## config.mk

```make
export PLATFORM = sky130hd
export DESIGN_NAME = mem_port_arbiter
export DESIGN_NICKNAME = d
export VERILOG_FILES = /design/src/rtl/mem_port_arbiter.sv
export SDC_FILE = /design/constraint.sdc
export NUM_CORES = 1
export LEC_CHECK = 0
export BUFFER_PORTS_ARGS = -buffer_cell sky130_fd_sc_hd__buf_2
export CAP_MARGIN = 20
export CORE_AREA = 5 5 154 156
export DETAILED_ROUTE_END_ITERATION = 10
export DIE_AREA = 0 0 159 161
export HOLD_SLACK_MARGIN = 0.05
export SETUP_SLACK_MARGIN = 0.4
export SYNTH_ARGS = -nofsm -noshare
export SYNTH_HDL_FRONTEND = slang
export SYNTH_SLANG_ARGS = --single-unit
```

## constraint.sdc

```tcl
create_clock -name clk -period 3.8 [get_ports clk]
set_input_delay 0.19 -clock clk [delete_from_list [all_inputs] [get_ports clk]]
set_output_delay 0.19 -clock clk [all_outputs]
set_load 0.02 [all_outputs]
```

## src/rtl/mem_port_arbiter.sv

```systemverilog
// Round-robin arbiter sharing one memory port among N_CLI clients.
// Each grant runs IDLE -> ACCESS -> RELEASE; an ACCESS that outlives TIMEOUT cycles completes with cli_err.
module mem_port_arbiter #(
  parameter int N_CLI   = 4,
  parameter int ADDR_W  = 32,
  parameter int DATA_W  = 32,
  parameter int TIMEOUT = 1024,
  localparam int GID_W  = $clog2(N_CLI)
) (
  input  logic                      clk,
  input  logic                      rst_l,
  input  logic [N_CLI-1:0]          cli_req,
  input  logic [N_CLI-1:0]          cli_w_en,
  input  logic [N_CLI*ADDR_W-1:0]   cli_ptr,
  input  logic [N_CLI*DATA_W-1:0]   cli_data_store,
  output logic [N_CLI-1:0]          cli_done,
  output logic                      cli_err,
  output logic [DATA_W-1:0]         cli_data_load,
  output logic [ADDR_W-1:0]         mem_ptr,
  output logic [DATA_W-1:0]         mem_data_store,
  output logic                      mem_w_en,
  output logic                      mem_r_en,
  output logic                      mem_avail,
  input  logic                      mem_done,
  input  logic [DATA_W-1:0]         mem_data_load,
  output logic [GID_W-1:0]          grant_id,
  output logic                      busy
);

  localparam int CNT_W = $clog2(TIMEOUT);

  typedef enum logic [1:0] {IDLE, ACCESS, RELEASE} state_t;

  state_t              state_q, state_d;
  logic [GID_W-1:0]    last_q, last_d;
  logic [GID_W-1:0]    grant_id_q, grant_id_d;
  logic [CNT_W-1:0]    cnt_q, cnt_d;
  logic [N_CLI-1:0]    cli_done_q, cli_done_d;
  logic                cli_err_q, cli_err_d;
  logic [DATA_W-1:0]   cli_data_load_q, cli_data_load_d;
  logic [ADDR_W-1:0]   mem_ptr_q, mem_ptr_d;
  logic [DATA_W-1:0]   mem_data_store_q, mem_data_store_d;
  logic                mem_w_en_q, mem_w_en_d;
  logic                mem_r_en_q, mem_r_en_d;
  logic                mem_avail_q, mem_avail_d;
  logic                busy_q, busy_d;

  logic                win_found;
  logic [GID_W-1:0]    winner;
  logic                mem_fire;
  logic                time_up;

  // Search upward from the client after the last grant so the last winner ends up lowest priority.
  always_comb begin
    win_found = 1'b0;
    winner    = '0;
    for (int k = 1; k <= N_CLI; k++) begin
      if (!win_found && cli_req[(int'(last_q) + k) % N_CLI]) begin
        win_found = 1'b1;
        winner    = GID_W'((int'(last_q) + k) % N_CLI);
      end
    end
  end

  assign mem_fire = mem_done & mem_avail_q;
  assign time_up  = (cnt_q == CNT_W'(TIMEOUT - 1));

  always_comb begin
    state_d          = state_q;
    last_d           = last_q;
    grant_id_d       = grant_id_q;
    cnt_d            = cnt_q;
    cli_done_d       = cli_done_q;
    cli_err_d        = cli_err_q;
    cli_data_load_d  = cli_data_load_q;
    mem_ptr_d        = mem_ptr_q;
    mem_data_store_d = mem_data_store_q;
    mem_w_en_d       = mem_w_en_q;
    mem_r_en_d       = mem_r_en_q;
    mem_avail_d      = mem_avail_q;

    case (state_q)
      IDLE: begin
        if (win_found) begin
          state_d          = ACCESS;
          grant_id_d       = winner;
          mem_ptr_d        = cli_ptr[int'(winner)*ADDR_W +: ADDR_W];
          mem_data_store_d = cli_data_store[int'(winner)*DATA_W +: DATA_W];
          mem_w_en_d       = cli_w_en[winner];
          mem_r_en_d       = ~cli_w_en[winner];
          mem_avail_d      = 1'b1;
          cnt_d            = '0;
        end
      end
      ACCESS: begin
        if (mem_fire || time_up) begin
          state_d                = RELEASE;
          mem_avail_d            = 1'b0;
          mem_w_en_d             = 1'b0;
          mem_r_en_d             = 1'b0;
          cli_done_d             = '0;
          cli_done_d[grant_id_q] = 1'b1;
          cli_err_d              = ~mem_fire;
          if (mem_fire && mem_r_en_q) begin
            cli_data_load_d = mem_data_load;
          end
        end else begin
          cnt_d = cnt_q + CNT_W'(1);
        end
      end
      RELEASE: begin
        state_d    = IDLE;
        cli_done_d = '0;
        cli_err_d  = 1'b0;
        last_d     = grant_id_q;
      end
      default: begin
        state_d = IDLE;
      end
    endcase

    busy_d = (state_d != IDLE);
  end

  // Reset forces every output low at once, abandoning any in-flight access.
  always_ff @(posedge clk or negedge rst_l) begin
    if (!rst_l) begin
      state_q          <= IDLE;
      last_q           <= GID_W'(N_CLI - 1);
      grant_id_q       <= '0;
      cnt_q            <= '0;
      cli_done_q       <= '0;
      cli_err_q        <= 1'b0;
      cli_data_load_q  <= '0;
      mem_ptr_q        <= '0;
      mem_data_store_q <= '0;
      mem_w_en_q       <= 1'b0;
      mem_r_en_q       <= 1'b0;
      mem_avail_q      <= 1'b0;
      busy_q           <= 1'b0;
    end else begin
      state_q          <= state_d;
      last_q           <= last_d;
      grant_id_q       <= grant_id_d;
      cnt_q            <= cnt_d;
      cli_done_q       <= cli_done_d;
      cli_err_q        <= cli_err_d;
      cli_data_load_q  <= cli_data_load_d;
      mem_ptr_q        <= mem_ptr_d;
      mem_data_store_q <= mem_data_store_d;
      mem_w_en_q       <= mem_w_en_d;
      mem_r_en_q       <= mem_r_en_d;
      mem_avail_q      <= mem_avail_d;
      busy_q           <= busy_d;
    end
  end

  assign cli_done       = cli_done_q;
  assign cli_err        = cli_err_q;
  assign cli_data_load  = cli_data_load_q;
  assign mem_ptr        = mem_ptr_q;
  assign mem_data_store = mem_data_store_q;
  assign mem_w_en       = mem_w_en_q;
  assign mem_r_en       = mem_r_en_q;
  assign mem_avail      = mem_avail_q;
  assign grant_id       = grant_id_q;
  assign busy           = busy_q;

endmodule

```

Word level (Yosys, flattened, before mapping)
Index checks and enable logic that the tools add are counted.

Flip-flop bits (word level): 121. Output and inout port bits: 107. Word-level logic and storage cells: 103.

Add/subtract/negate cells: 5. Magnitude comparators: 7. Equal/unequal tests: 6. Shifts and indexed selects: 2. Mux-type cells: 41. Bitwise operators: 7. Reductions and logical operators: 22.

Operator list (number): variable part select 128 x 8 -> 32 bit (2); two-way mux 10 bit (2); case mux 10 bit (2 select lines) (1); two-way mux 1 bit (19); < comparator 3 x 4 -> 1 bit (second input constant) (4); two-way mux 2 bit (6); adder 10 x 1 -> 10 bit (second input constant) (1); binary-select mux 1 bit (select 2 bit) (5); equality test 10 bit (second input constant) (1); AND reduction 3 bit (3); case mux 1 bit (2 select lines) (4); case mux 4 bit (2 select lines) (1); OR reduction 2 bit (4); < comparator 2 x 3 -> 1 bit (second input constant) (2); != test 2 bit (second input constant) (3); nonzero test 2 bit (3); logical AND 1 bit (5); adder 2 x 1 -> 2 bit (second input constant) (2); adder 2 bit (second input constant) (2); AND 1 bit (first input constant) (4); two-way mux 4 bit (1); case mux 2 bit (2 select lines) (1); AND reduction 2 bit (2); logical NOT 1 bit (3); other kinds (8) (9).

Depth between registers and ports, before layout
Gate-level depths: netlist of the first run.

Depth after elaboration: 21. Mapped depth: 8. Mapped depth without buffers: 6.

Worst setup path after synthesis of the first run
Ideal clock, no wire load.

Path type: flip-flop to flip-flop. Start point: register last_q[0]. End point: register mem_data_store_q[0] (netlist: mem_data_store[0]). Arrival time: 2.126 ns. Path slack: 1.548 ns. Cell stages (with the launch flop): 8. Buffers on the path: 2. Clock period less this slack: 2.252 ns. Cells stage by stage: dfstp_2 -> and2b_1 -> o21a_1 -> nor3_2 -> buf_4 -> buf_2 -> mux2_1 -> a221o_1.

Longest elaborated chain between the ends: 15. Elaborated cells between the ends (all ways): 32. Classes of those cells: add/sub: 4; shift: 1; mux: 20; reduce/logical: 7.

RTL lines: from (decl) (RTL line 35) `logic [GID_W-1:0] last_q, last_d;`; from (signal assigned) (RTL line 129) `last_q <= GID_W'(N_CLI - 1);`; from (signal assigned) (RTL line 143) `last_q <= last_d;`; adder 2 x 1 -> 2 bit (RTL line 58, 60); binary-select mux 1 bit (select 2 bit) (RTL line 58) `if (!win_found && cli_req[(int'(last_q) + k) % N_CLI]) begin`; two-way mux 1 bit (implied by the code) (2 in series) (RTL line 58); two-way mux 1 bit (RTL line 58); logical NOT 1 bit (RTL line 58); logical AND 1 bit (RTL line 58); two-way mux 1 bit (RTL line 58); logical NOT 1 bit (RTL line 58); logical AND 1 bit (RTL line 58); two-way mux 1 bit (RTL line 58); logical NOT 1 bit (RTL line 58); logical AND 1 bit (RTL line 58); two-way mux 2 bit or two-way mux 1 bit (tied branches) (RTL line 58); variable part select 128 x 8 -> 32 bit or AND reduction 2 bit (tied branches); to (signal assigned) (RTL line 150) `mem_data_store_q <= mem_data_store_d;`; to (decl) (RTL line 42) `logic [DATA_W-1:0] mem_data_store_q, mem_data_store_d;`.

Several ways; a longest one is shown, not always the timed one. The select of a mux whose other input is x is not followed. A chain may end at the register's enable or synchronous reset.

Worst setup path in the final report of the first run
Start point: register last_q[0]. End point: register mem_data_store_q[25] (netlist: mem_data_store[25]).

The elaborated chain is that of the path after synthesis.

==> run summary, run 1 <==
Run status = completed
IO Count = 406
Ant. Diodes = 0
CP delay by family, top = buffers and inverters
Reg2Reg Setup Slack = 1.07 ns
Yosys top cell area share = 0.4311
Worst path cell trace = and2b_1 > o21a_2 > nor3_4 > buf_4 > mux2_2 > a221o_1
Area leader, netlist = dfrtp_1
Synth unique cells = 48
Fin Setup TNS = 0 ns
DR vias = 7103
Routed WL per cell = 20.17 um
Register area share after synthesis = 0.4387
Die W = 159 um
Worst R2R Start = last_q[0]
Crit-path max FO = 43
Slew Viols, Final = 0
Placed insts = 1276
RSZ-0062 raised after global routing = false
WL final = 27.05 mm
Final instance area = 10050 um2
Final period util = 0.7192
Critical Path Max Stage Delay = 0.56 ns
Area contributors post-synth = dfrtp_1, mux2_2, a221o_1
Worst endpoint required time = 4.10 ns
Dpl hpwl = 19.80 mm
First-pass GRT wire length = 42.35 mm
Final net count = 1343
Min Tclk post-route = 2.733 ns
Commonest non-fill, non-tap cells in the layout = buf_2, dfrtp_1, mux2_2
Site row count = 55
Synthesized cell area = 6908 um2
Hold Path Depth = 3
Initial DRC Count = 394
Clk root buf = clkbuf_16
Die H = 161 um
Post-route insts no fill = 1341
Post-DP Area = 9148 um2
Clk pin slew, worst setup/hold paths = 0.07 ns
Yosys reg bits = 121
Clock Skew = 0.01371 ns
Global placement routability congestion = 0.8482
GRT Resource Usage Total = 0.2049
Remaining DRCs = 0
Post-synth EDFFs = 0
Worst path bufs/invs = 1
Largest family of logic cells by synthesized area = compound AO/OA/AOI/OAI gates
Fin util = 0.4523
CP Class = flip-flop to flip-flop
Die area = 25600 um2
Final hold viol count = 0
DR pass1 iterations = 5
Commonest non-fill, non-tap cell in the layout = buf_2
Leakage Power = 4.845 nW
Worst Hold Class = input port to flip-flop
Cells on worst reg2reg path = 6
Vias per cell = 5.297
Initial cell density of the core = 0.3108
Mux cell area share after synthesis = 0.1840
P&R area growth vs syn = 45.54%
CTS Buf Count = 17
Rel. slew slack = 0.3478
Post-Synth XOR/XNOR Area = 0.006339
Largest net degree at the start of global routing = 74
Power Dens Cells = 776.2 nW/um2
Worst skew pair latency = 0.42 ns
Top FF cell, synth = dfrtp_1
Worst-Margin Slew = 0.9783 ns
Hold EP = mem_data_store[24]
CP max-delay cell = buf_4
CTS sink cnt = 121
Grt ovf = 0
TritonCTS clock tree = built
Hold path start = cli_data_store[56]
Max capacitance violation total = 0
Final ANT Viol Nets = 0
Synthesis Warnings = 0
FF-to-FF End = mem_data_store[25]
Power Total = 0.007803 W
Vias in the first global route = 7582
Clk buf depth = 2
Setup violators final = 0
Adder-cell area share of the yosys netlist = 0.001811
Initial antenna violation count = 1
Startpoint class of the critical path = flip-flop
Crit. Startpoint = last_q[0]
CP Capture Type = flip-flop
Port Buffer Count = 405
Syn Nets = 937
Core box area = 22230 um2
Synth Area in Compound Gates = 0.2539
Fmax = 365.9 MHz
Post-Synth Simple-Gate Area = 0.06684
Mean post-synth cell area = 10.84 um2
Synth Instances = 637
Crit path DAT = 3.04 ns
Layout cells sized above 1 = 0.4886
Peak VDD IR = 0.3175 mV
H-tree lvl count = 4
Ys async rst share = 1.000
logic make-up (layout without fill, tap and decap cells):
kind of cell	count (synthesis)	count (layout)
xor+xnor	5	5
compound gates	231	231
buf+inv	70	489
fa+ha+maj	1	1
flops	121	121
simple gates	92	92
mux	117	117
final cells by class:
class | instances | area [um2]
clock buffer | 17 | 425.4
clock inverter | 15 | 150.1
fill | 2141 | 12170
inverter | 5 | 18.77
multi-input combinational | 446 | 3595
sequential | 121 | 3030
tap | 285 | 356.6
timing repair buffer | 452 | 2477
cell usage after synthesis (8+ instances only):
| cell | count |
|---|---|
| o21ai_0 | 8 |
| clkbuf_1 | 35 |
| a21oi_1 | 49 |
| dfrtp_1 | 119 |
| nor2_1 | 11 |
| o221ai_1 | 18 |
| nand3_1 | 13 |
| o211ai_1 | 49 |
| buf_2 | 12 |
| mux2_2 | 50 |
| o31ai_1 | 49 |
| nand2_1 | 37 |
| mux2_1 | 30 |
| buf_1 | 10 |
| a221o_1 | 46 |
| mux2i_1 | 37 |
worst max-delay path by stage:
stage | end | slack (ns) | depth (start not counted)
after CTS | mem_data_store[25] | 1.04 | 6
after floorplan | mem_data_store[0] | 1.55 | 7
final | mem_data_store[25] | 1.07 | 6
after global routing | mem_ptr[8] | 0.95 | 6
after detailed placement | mem_data_store[25] | 1.04 | 6
after global placement | mem_data_store[20] | 1.11 | 6
flip-flops by register name (all words and copies together) (netlist names):
name and cells:
mem_w_en 1, last_q 2, mem_avail 1, mem_r_en 1
cli_err 1, cnt_q 10, grant_id 2, busy 1
mem_ptr 32, cli_data_load 32, cli_done 4, mem_data_store 32
state_q 2
metrics by stage:
step / hold WS, ns / setup slack, ns
3_3_place_gp: 0.3201 / 1.112
2_1_floorplan: -0.1056 / 1.548
6_report: 0.08820 / 1.067
4_1_cts: 0.07786 / 1.037
5_1_grt: 0.09320 / 0.9547
3_5_place_dp: 0.3179 / 1.041
repair_timing:
action / in CTS / in global routing
setup buffers: 0 / 0
resized for setup: 0 / 0
hold endpoints to repair: 83 / 0
hold buffers: 33 / 0
worst reg2reg max path, cell delays in order (launching register included):
cell and delay [ns]:
dfstp_2 0.55, and2b_1 0.21, o21a_2 0.24, nor3_4 0.29, buf_4 0.56, mux2_2 0.47
a221o_1 0.31
where the power goes:
group / switching, W / leakage, nW / internal [W]
sequential: 0.000355 / 1.50 / 0.00189
clock: 0.000702 / 0.273 / 0.000870
combinational: 0.00241 / 3.07 / 0.00157
total: 0.00347 / 4.84 / 0.00433
routing by layer:
layer,track usage,vias up,routed length (um)
li1,-,3310,-
met1,0.2519,3362,10920
met2,0.3348,362,13190
met3,0.06073,67,1956
met4,0.08996,2,978
met5,0,-,7
No activity file was read; power rests on OpenSTA's default activity.
==> run 2, diff against run 1 <==
Clock period 3.8 ns to 2.5 ns, I/O delays scaled along.
==> run summary, run 2 (synthesized netlist as in run 1, its figures left out) <==
Critical Path Max Stage Delay = 0.54 ns (-0.02 ns)
Crit-path max FO = 9 (-79%)
Worst-Margin Slew = 0.9160 ns (-0.06230 ns)
CTS sink cnt = 121 (unchanged)
Hold Path Depth = 3 (unchanged)
Post-DP Area = 9400 um2 (+2.8%)
Clock Skew = 0.01064 ns (-0.003071 ns)
Final instance area = 12080 um2 (+20%)
TritonCTS clock tree = built
Core box area = 22230 um2 (unchanged)
Die H = 161 um (unchanged)
CP Capture Type = flip-flop
Vias in the first global route = 8683 (+15%)
Clk buf depth = 2 (unchanged)
CP delay by family, top = buffers and inverters
Routed WL per cell = 21.88 um (+8.5%)
Worst skew pair latency = 0.42 ns (about the same)
Clk root buf = clkbuf_16
Reg area = 3030 um2 (unchanged)
Die area = 25600 um2 (unchanged)
Rel. slew slack = 0.3894 (+0.04153)
Peak VDD IR = 0.5852 mV (+84%)
P&R area growth vs syn = 74.86%
Global placement routability congestion = 0.8459 (-0.27%)
Initial antenna violation count = 8 (+7)
Crit path DAT = 2.62 ns (-0.42 ns)
DR pass1 iterations = 5 (unchanged)
Initial DRC Count = 663 (+68%)
Final period util = 0.9441 (+0.2249)
Run status = completed
Multi-input combinational cell area = 3760 um2 (+4.6%)
RSZ-0062 raised after global routing = true
Grt ovf = 0 (unchanged)
Largest net degree at the start of global routing = 74 (unchanged)
Remaining DRCs = 0 (unchanged)
Worst Hold Class = input port to flip-flop
Final net count = 1491 (+11%)
CTS Buf Count = 17 (unchanged)
GRT Resource Usage Total = 0.2428 (+0.03786)
IO Count = 406 (unchanged)
Cells on worst reg2reg path = 9 (+3)
Power Dens Cells = 1127 nW/um2 (+45%)
Dpl hpwl = 19.88 mm (+0.37%)
Power Total = 0.01362 W (+74%)
Startpoint class of the critical path = flip-flop
Port Buffer Count = 405 (unchanged)
Setup violators final = 0 (unchanged)
Leakage Power = 5.754 nW (+19%)
Fin Setup TNS = 0 ns (unchanged)
Vias per cell = 5.378 (+1.5%)
Site row count = 55 (unchanged)
Cell count along the critical path = 9 (+3)
Worst path cell trace = and2b_2 > o21a_4 > nor3_4 > buf_12 > bufbuf_16 > buf_12 > clkbuf_16 > mux2i_1 > o221ai_1
Commonest non-fill, non-tap cells in the layout = buf_2, dlygate4sd3_1, dfrtp_1
Die W = 159 um (unchanged)
WHS = 0.05820 ns (-0.03000 ns)
Worst path bufs/invs = 4 (+3)
Layout cells sized above 1 = 0.4900 (+0.001397)
DR vias = 8040 (+13%)
Final hold viol count = 0 (unchanged)
Max capacitance violation total = 0 (unchanged)
Filler cells = 1912 (-11%)
First-pass GRT wire length = 49.71 mm (+17%)
Clk pin slew, worst setup/hold paths = 0.06 ns (about the same)
Final ANT Viol Nets = 0 (unchanged)
H-tree lvl count = 4 (unchanged)
Cell mode on critical path = buf_12
CP Class = flip-flop to flip-flop
Slew Viols, Final = 0 (unchanged)
Worst endpoint required time = 2.76 ns (-1.34 ns)
Fmax = 423.7 MHz (+16%)
CP max-delay cell = dfstp_2
Initial cell density of the core = 0.3108 (unchanged)
Min Tclk post-route = 2.360 ns (-0.3728 ns)
Commonest non-fill, non-tap cell in the layout = buf_2
WL final = 32.71 mm (+21%)
## run 2: cell count changes in the layout (fill, tap and decap cells not counted), sizes merged
cell	previous run	this run
clkbuf	17	22
nand3	14	15
bufbuf	0	2
bufinv	0	1
a21oi	49	50
dlygate4sd3	33	139
clkinv	3	2
buf	419	452
diode	0	6
## run 2: worst reg2reg max path: cells and delay by family (launching register included)
| family | cells | cell delay [ns] |
|---|---|---|
| AND/OR/NAND/NOR | 2 | 0.38 |
| flip-flops | 1 | 0.54 |
| buffers and inverters | 4 | 0.73 |
| multiplexers | 1 | 0.20 |
| AO/OA/AOI/OAI | 2 | 0.36 |
## run 2: worst paths after layout
path                             start                  to  slack (ns)
min                        cli_ptr[80]         mem_ptr[16]        0.06
min reg2reg                mem_ptr[12]         mem_ptr[12]        0.48
max                          last_q[0]  mem_data_store[18]        0.14
max reg2reg                  last_q[0]  mem_data_store[18]        0.14
max in group asynchronous        rst_l           last_q[0]        1.56
min in group asynchronous        rst_l   cli_data_load[21]        0.26
## run 2: power breakdown
group | switching, W | internal (W) | total (W)
Clock | 0.00107 | 0.00143 | 0.00250
Sequential | 0.000556 | 0.00287 | 0.00343
Combinational | 0.00417 | 0.00352 | 0.00768
Total | 0.00580 | 0.00782 | 0.0136
## run 2: what timing repair did
action                     in CTS  in global routing
pin swaps                      15                  5
setup endpoints to repair      65                 70
cloned                          7                  5
resized for setup              24                 17
buffers inserted               17                  3
hold endpoints to repair      118                  0
hold buffers                  139                  0
## run 2: through the flow
stage	instances	setup slack, ns	utilization
2_1_floorplan	637	0.3595	-
3_3_place_gp	1286	0.1909	0.4229
3_5_place_dp	1286	0.1519	0.4229
4_1_cts	1481	0.1967	0.5321
5_1_grt	1495	0.07642	0.5434
6_report	1495	0.1398	0.5434
## run 2: cell type report
cell class | instances | area share
diodes | 6 | 0.001243
clock inverters | 15 | 0.01461
repair buffers | 598 | 0.3557
multi-input cells | 448 | 0.3113
well taps | 285 | 0.02952
flip-flops and latches | 121 | 0.2509
clock buffers | 17 | 0.03522
inverters | 5 | 0.001554
## run 2: routing by layer
metal	global-route usage	wire, um	vias to the layer above
li1	-	-	3634
met1	0.2923	13010	3825
met2	0.4146	16090	485
met3	0.06328	2322	96
met4	0.09849	1298	0
met5	0	0	-
